`src/rtl/opb_register_simulink2ppc.sv`:
```
`default_nettype none
// ============================================================================
// opb_register_simulink2ppc
// Fabric-to-PPC snapshot register on OPB with unread flag, overrun counter
// and PPC-controlled freeze.
// Revision: 1.0
// ============================================================================
module opb_register_simulink2ppc #(
  parameter logic [31:0] C_BASEADDR   = 32'h01003800,
  parameter logic [31:0] C_HIGHADDR   = 32'h010038FF,
  parameter int          C_OPB_AWIDTH = 32,
  parameter int          C_OPB_DWIDTH = 32,
  parameter              C_FAMILY     = "virtex5"
) (
  input  logic                      OPB_Clk,
  input  logic                      OPB_Rst_n,
  input  logic [0:C_OPB_AWIDTH-1]   OPB_ABus,
  input  logic [0:C_OPB_DWIDTH/8-1] OPB_BE,
  input  logic [0:C_OPB_DWIDTH-1]   OPB_DBus,
  input  logic                      OPB_RNW,
  input  logic                      OPB_select,
  input  logic                      OPB_seqAddr,
  output logic [0:C_OPB_DWIDTH-1]   Sl_DBus,
  output logic                      Sl_xferAck,
  output logic                      Sl_errAck,
  output logic                      Sl_retry,
  output logic                      Sl_toutSup,
  input  logic [31:0]               user_data_in,
  input  logic                      user_data_valid,
  output logic                      user_new_data,
  output logic                      user_frozen
);

  localparam logic [0:0] c_st_idle = 1'b0;
  localparam logic [0:0] c_st_ack  = 1'b1;

  localparam logic [1:0] c_off_data   = 2'd0;
  localparam logic [1:0] c_off_status = 2'd1;
  localparam logic [1:0] c_off_ctrl   = 2'd2;

  localparam logic c_family_known = (C_FAMILY == "virtex5") ? 1'b1 : 1'b0;

  logic [0:0]  r_state;
  logic        r_xfer_ack;
  logic [31:0] r_rd_data;
  logic [31:0] r_snapshot;
  logic        r_new_data;
  logic [15:0] r_overrun;
  logic        r_freeze;

  logic        w_hit;
  logic        w_start;
  logic [1:0]  w_offset;
  logic        w_data_rd;
  logic        w_ctrl_wr;
  logic        w_clr_ovr;
  logic        w_capture;
  logic        w_overrun_evt;
  logic [31:0] w_rd_mux;
  logic        w_unused;

  assign w_hit    = OPB_select && (OPB_ABus >= C_BASEADDR) && (OPB_ABus <= C_HIGHADDR);
  assign w_start  = (r_state == c_st_idle) && w_hit;
  assign w_offset = OPB_ABus[28:29];

  // Side effects fire only on the edge that enters ACK, never on a re-sampled select.
  assign w_data_rd = w_start && OPB_RNW && (w_offset == c_off_data);
  assign w_ctrl_wr = w_start && !OPB_RNW && (w_offset == c_off_ctrl) && OPB_BE[3];
  assign w_clr_ovr = w_ctrl_wr && OPB_DBus[30];

  assign w_capture     = user_data_valid && !r_freeze;
  assign w_overrun_evt = w_capture && r_new_data && !w_data_rd;

  always_comb begin
    w_rd_mux = '0;
    case (w_offset)
      c_off_data:   w_rd_mux = r_snapshot;
      c_off_status: w_rd_mux = {r_overrun, 15'd0, r_new_data};
      c_off_ctrl:   w_rd_mux = {31'd0, r_freeze};
      default:      w_rd_mux = '0;
    endcase
  end

  always_ff @(posedge OPB_Clk or negedge OPB_Rst_n) begin
    if (!OPB_Rst_n) begin
      r_state    <= c_st_idle;
      r_xfer_ack <= 1'b0;
      r_rd_data  <= '0;
    end else begin
      case (r_state)
        c_st_idle: begin
          if (w_hit) begin
            r_state    <= c_st_ack;
            r_xfer_ack <= 1'b1;
            r_rd_data  <= OPB_RNW ? w_rd_mux : 32'd0;
          end
        end
        default: begin
          r_state    <= c_st_idle;
          r_xfer_ack <= 1'b0;
          r_rd_data  <= '0;
        end
      endcase
    end
  end

  always_ff @(posedge OPB_Clk or negedge OPB_Rst_n) begin
    if (!OPB_Rst_n) begin
      r_snapshot <= '0;
      r_new_data <= 1'b0;
      r_overrun  <= '0;
      r_freeze   <= 1'b0;
    end else begin
      // A capture wins over a same-edge DATA read: the flag stays set.
      if (w_capture) begin
        r_snapshot <= user_data_in;
        r_new_data <= 1'b1;
      end else if (w_data_rd) begin
        r_new_data <= 1'b0;
      end

      if (w_clr_ovr) begin
        r_overrun <= '0;
      end else if (w_overrun_evt && (r_overrun != 16'hFFFF)) begin
        r_overrun <= r_overrun + 16'd1;
      end

      if (w_ctrl_wr) begin
        r_freeze <= OPB_DBus[31];
      end
    end
  end

  assign Sl_DBus       = r_rd_data;
  assign Sl_xferAck    = r_xfer_ack;
  assign Sl_errAck     = 1'b0;
  assign Sl_retry      = 1'b0;
  assign Sl_toutSup    = 1'b0;
  assign user_new_data = r_new_data;
  assign user_frozen   = r_freeze;

  assign w_unused = ^{OPB_seqAddr, OPB_BE[0:2], OPB_DBus[0:29], c_family_known};

endmodule
`default_nettype wire

```
`config.mk`:
```
export PLATFORM = sky130hd
export DESIGN_NAME = opb_register_simulink2ppc
export DESIGN_NICKNAME = d
export VERILOG_FILES = /design/src/rtl/opb_register_simulink2ppc.sv
export SDC_FILE = /design/constraint.sdc
export NUM_CORES = 1
export LEC_CHECK = 0
export CAP_MARGIN = 20
export CORE_MARGIN = 2
export CORE_UTILIZATION = 63
export DETAILED_ROUTE_END_ITERATION = 16
export DONT_BUFFER_PORTS = 1
export PLACE_DENSITY = 0.78
export SLEW_MARGIN = 20
export SYNTH_ARGS = -nofsm -noshare
export SYNTH_HDL_FRONTEND = slang
export SYNTH_SLANG_ARGS = --single-unit
```
`constraint.sdc`:
```
create_clock -name OPB_Clk -period 2.2 [get_ports OPB_Clk]
set_clock_uncertainty 0.05 [all_clocks]
set_input_delay 0.44 -clock OPB_Clk [delete_from_list [all_inputs] [get_ports OPB_Clk]]
set_output_delay 0.44 -clock OPB_Clk [all_outputs]
set_load 0.005 [all_outputs]
```
**Yosys cells after proc, flatten, opt, wreduce, memory -nomap -nowiden**

Cells that the tools add are included.

- Add/subtract/negate cells: 1
- Order comparisons: 2
- Equal/unequal tests: 3
- Multiplexer cells: 12
- Bitwise gates (word level): 1
- Reductions and logical operators: 20

Operators with widths:

| operator | number |
|---|---|
| $mux W32 | 3 |
| $pmux W32 S3 | 1 |
| $ge A32 B25 Y1 const B | 1 |
| $le A32 B25 Y1 const B | 1 |
| $mux W16 | 2 |
| $add A16 B1 Y16 const B | 1 |
| $ne A16 B16 Y1 const B | 1 |
| $logic_and A1 B1 Y1 | 13 |
| $mux W1 | 6 |
| $reduce_bool A2 Y1 | 3 |
| $logic_not A1 Y1 | 3 |
| $eq A2 B1 Y1 const B | 1 |
| $eq A2 B2 Y1 const B | 1 |
| $logic_not A2 Y1 | 1 |
| $not A1 Y1 | 1 |

- Flip-flop bits (word level): 84
- Input port bits: 106
- Logic and storage cells: 46

**Longest topological paths before layout**

- Depth in word-level cells: 11
- Depth in mapped cells: 8

**Worst setup path after synthesis**

Ideal clock, no wire load.

- Path type: input-to-reg
- From: in OPB_ABus[12] (netlist bit)
- To: reg r_rd_data[30] (netlist: Sl_DBus[1])
- Data arrival time: 1.863 ns
- Setup slack: 0.212 ns
- Stages: 6
- Cells stage by stage: or3_1 > nand3b_4 > or4_4 > buf_6 > buf_8 > o2bb2ai_2

- Cells in the longest elaborated chain, start to end: 4
- Elaborated cells between the ends (all ways): 5
- Classes of those cells: order compare (2); reduce/logical (3)

RTL lines:

| what | RTL line | text |
|---|---|---|
| start, declared | 17 | `input logic [0:C_OPB_AWIDTH-1] OPB_ABus,` |
| $ge A32 B25 Y1 | 62 | `assign w_hit = OPB_select && (OPB_ABus >= C_BASEADDR) && (OPB_ABus <= C_HIGHADDR);` |
| $logic_and A1 B1 Y1 | 62 |  |
| $logic_and A1 B1 Y1 (*) | 62 |  |
| $reduce_bool A2 Y1 (no source line) (*) | n/a |  |
| end signal, assigned | 95 | `r_rd_data <= OPB_RNW ? w_rd_mux : 32'd0;` |
| end, declared | 45 | `logic [31:0] r_rd_data;` |

Mark *: on every way between the ends. The rest lies on a longest branch, timed or not.
A chain may end at the register's enable or synchronous reset.

**Final worst setup path**

- From: reg r_overrun[0]
- To: reg r_overrun[5]

- Cells in the longest elaborated chain, start to end: 3
- Elaborated cells between the ends (all ways): 6
- Classes of those cells: add/sub (1); eq/ne (1); mux (2); reduce/logical (2)

RTL lines:

| what | RTL line | text |
|---|---|---|
| start, declared | 48 | `logic [15:0] r_overrun;` |
| start signal, assigned | 125 | `r_overrun <= r_overrun + 16'd1;` |
| $add A16 B1 Y16 or $ne A16 B16 Y1 (tied branches) | 125, 124 |  |
| $mux W16 or $logic_and A1 B1 Y1 (tied branches) | 124 | `end else if (w_overrun_evt && (r_overrun != 16'hFFFF)) begin` |
| $mux W16 or $reduce_bool A2 Y1 (tied branches) | n/a |  |

Several ways; a longest one is shown, not always the timed one. The select of a mux whose other input is x is not followed.

==> reports/qor.yml <==
global_route:
  grtUsageTotal: 0.238
  grt_max_degree: 85
  grt-ovfl-total: 0
  grt_pass1_vias: 2513
  grt_first_pass_wirelength_um: 12000
  antenna_found_initial: 1
layout:
  final_nets: 415
  area_delta_synth_final_pct: 7.38
  drive_gt1_frac: 0.249
  nFillCells: 425
  fin_area_um2: 4190
  utilization: 0.703
timing:
  setup_viol: 0
  max_freq_mhz: 486
  worst_slew_pin_slew_ns: 0.483
  slew_violations: 0
  max_slew_margin: 0.674
  setup_tns_ns: 0
  holdWs_ns: -0.270
  hold_viol: 84
  period_needed_ns: 2.06
  fin_crit_sh: 0.936
  grt_setup_unrepaired: "false"
synth:
  yosysUniqueCellTypes: 48
  synth_most_common_cell: "dfrtp_1"
  ys_warn_count: 0
  synth-edff-count: 0
  yosysTopAreaCell: "dfrtp_1"
  synthCells: 309
  synth_area_leaders: "dfrtp_1 (54%), mux2_2 (9.5%), mux2i_1 (4.4%)"
  async_flop_share: 1.00
  avgSynthCellArea_um2: 12.6
  synth_top_area_frac: 0.539
  syn-cell-area_um2: 3900
  yosysSeqAreaShare: 0.539
  yosys-top-cells-count: "dfrtp_1 (84), mux2_2 (33), mux2i_1 (17)"
  ys_ff_latch: 84
  synthFlopType: "dfrtp_1"
cts:
  clkLatencyLatePin_ns: 0.34
  cts_made_buffers: 9
  cts_tree: "done"
  clockBufferDepth: 2
  clk_pin_slew_ns: 0.08
  h-tree-depth: 3
  cts-root-buf: "clkbuf_8"
  cts.sinks: 84
placed_design:
  gp_congestion: 0.751
  place.port_buffers: 0
  placement.cell_area_um2: 4000
  hpwl_um: 5180
critical_path:
  slowest_stage: "or4_1"
  reg2reg_slack_ns: 0.14
  cp-end-kind: "flip-flop"
  worstPathRequired_ns: 2.42
  cpPeakStageDelay_ns: 0.47
  r2r_start: "r_overrun[0]"
  startpoint: "r_overrun[0]"
  start_kind: "flip-flop"
  path_class: "reg -> reg"
  worst_r2r_endpoint: "r_overrun[5]"
  crit_chain: "ha_1, and2_1, nand3_1, nor4_2, buf_4, or4_1, a21oi_1"
  cp_max_fo: 20
  reg2reg_depth: 7
  arrival_ns: 2.28
status:
  outcome: "finished with violations"
  failed_checks: "hold timing"
run:
  drv_cap: 0
drt:
  routedWlPerCell_um: 19.9
  drtAntennaViolNets: 0
  drt-total-wl_um: 7730
  vias_per_cell: 6.56
  drtIter0Drc: 113
  drcViolationCount: 0
  vias: 2553
  dr.pass1.iters: 4
floorplan:
  start_util: 0.654
  core_um2: 5960
  pin_count: 144
  rows: 28
  die_y_um: 82.7
  die_area_um2: 6830
  die_x_um: 82.7
pwr:
  leakagePower_nw: 1.80
  ir_drop_v: 0.000582
  p_total_mw: 3.03
  powerDensity_nw_per_um2: 723
min_path:
  min_path_type: "in -> async"
## routing by layer
layer	GRT usage	share of wire
met4	0.103	0.0091
met1	0.320	0.42
met2	0.359	0.49
met5	0	0
met3	0.0717	0.082
## critical path, delay by kind of cell (launching register included)
kind	cells	cell delay, ns
simple gates	4	0.89
compound gates	1	0.16
fa+ha+maj	1	0.24
flops	1	0.43
buf+inv	1	0.20
## metrics by stage
| step | worst slack, ns | std cells |
|---|---|---|
| 3_5_place_dp | 0.104 | 372 |
| 3_3_place_gp | 0.164 | 372 |
| 2_1_floorplan | 0.212 | 311 |
| 5_1_grt | 0.0271 | 389 |
| 4_1_cts | 0.143 | 388 |
| 6_report | 0.141 | 389 |
## how the worst max path moves through the flow
stage,end,slack [ns],depth (start not counted)
final,r_overrun[5],0.14,7
after global routing,r_overrun[3],0.03,7
after CTS,r_overrun[2],0.14,7
after detailed placement,Sl_DBus[12],0.10,5
after global placement,Sl_DBus[12],0.16,5
after floorplan,Sl_DBus[1],0.21,6
## area by class of cell
cell class	instances	area, um2	area share
Inverter	3	11.3	0.00269
Tap cell	75	93.8	0.0224
Timing Repair Buffer	9	118	0.0281
Multi-Input combinational cell	201	1670	0.400
Sequential cell	84	2100	0.502
Clock inverter	4	50.0	0.0120
Clock buffer	12	135	0.0323
Antenna cell	1	2.50	0.000598
## sequential cells by signal, indices dropped and copies added, names as in the netlist
signal	cells
Sl_DBus	32
Sl_xferAck	1
r_overrun	16
r_snapshot	32
r_state	1
user_frozen	1
user_new_data	1
## cells by family (layout without fill, tap and decap cells)
kind of cell             after synthesis  count (layout)  share of synthesized area
flip-flops                            84              84                      0.539
other                                  1               4                   0.000962
XOR/XNOR                               1               1                    0.00225
multiplexers                          50              50                      0.139
AO/OA/AOI/OAI                         66              66                      0.141
AND/OR/NAND/NOR                       80              80                      0.136
buffers and inverters                 26              28                     0.0382
adder cells (fa/ha/maj)                1               1                    0.00321
## power by group
group | switching (mW) | leakage [nW] | total [mW] | internal [mW]
combinational | 0.0938 | 0.626 | 0.228 | 0.134
clock | 0.538 | 0.0866 | 1.06 | 0.525
sequential | 0.0909 | 1.08 | 1.73 | 1.64
total | 0.723 | 1.80 | 3.03 | 2.30
## cell usage in the layout, fill, tap and decap left out, drive strengths merged, types with 3 or more instances in the layout
cell type | synthesis | layout
nand3 | 13 | 13
mux2 | 33 | 33
a22o | 15 | 15
nor4 | 3 | 3
or3 | 3 | 3
nor2 | 14 | 14
or4 | 13 | 13
conb | 1 | 3
nand2 | 7 | 7
inv | 3 | 3
o21ai | 5 | 5
a21oi | 15 | 15
nor4b | 5 | 5
o2bb2ai | 16 | 16
clkbuf | 7 | 12
nand3b | 3 | 3
mux2i | 17 | 17
nor3 | 4 | 4
dfrtp | 84 | 84
and3 | 3 | 3
buf | 16 | 9
o31ai | 12 | 12
## repair_timing
action | in CTS | in global routing
endpoints found under the hold margin | 84 | 84
gates resized for setup | 0 | 0
setup buffers | 0 | 0
No activity file was read; power rests on OpenSTA's default activity.
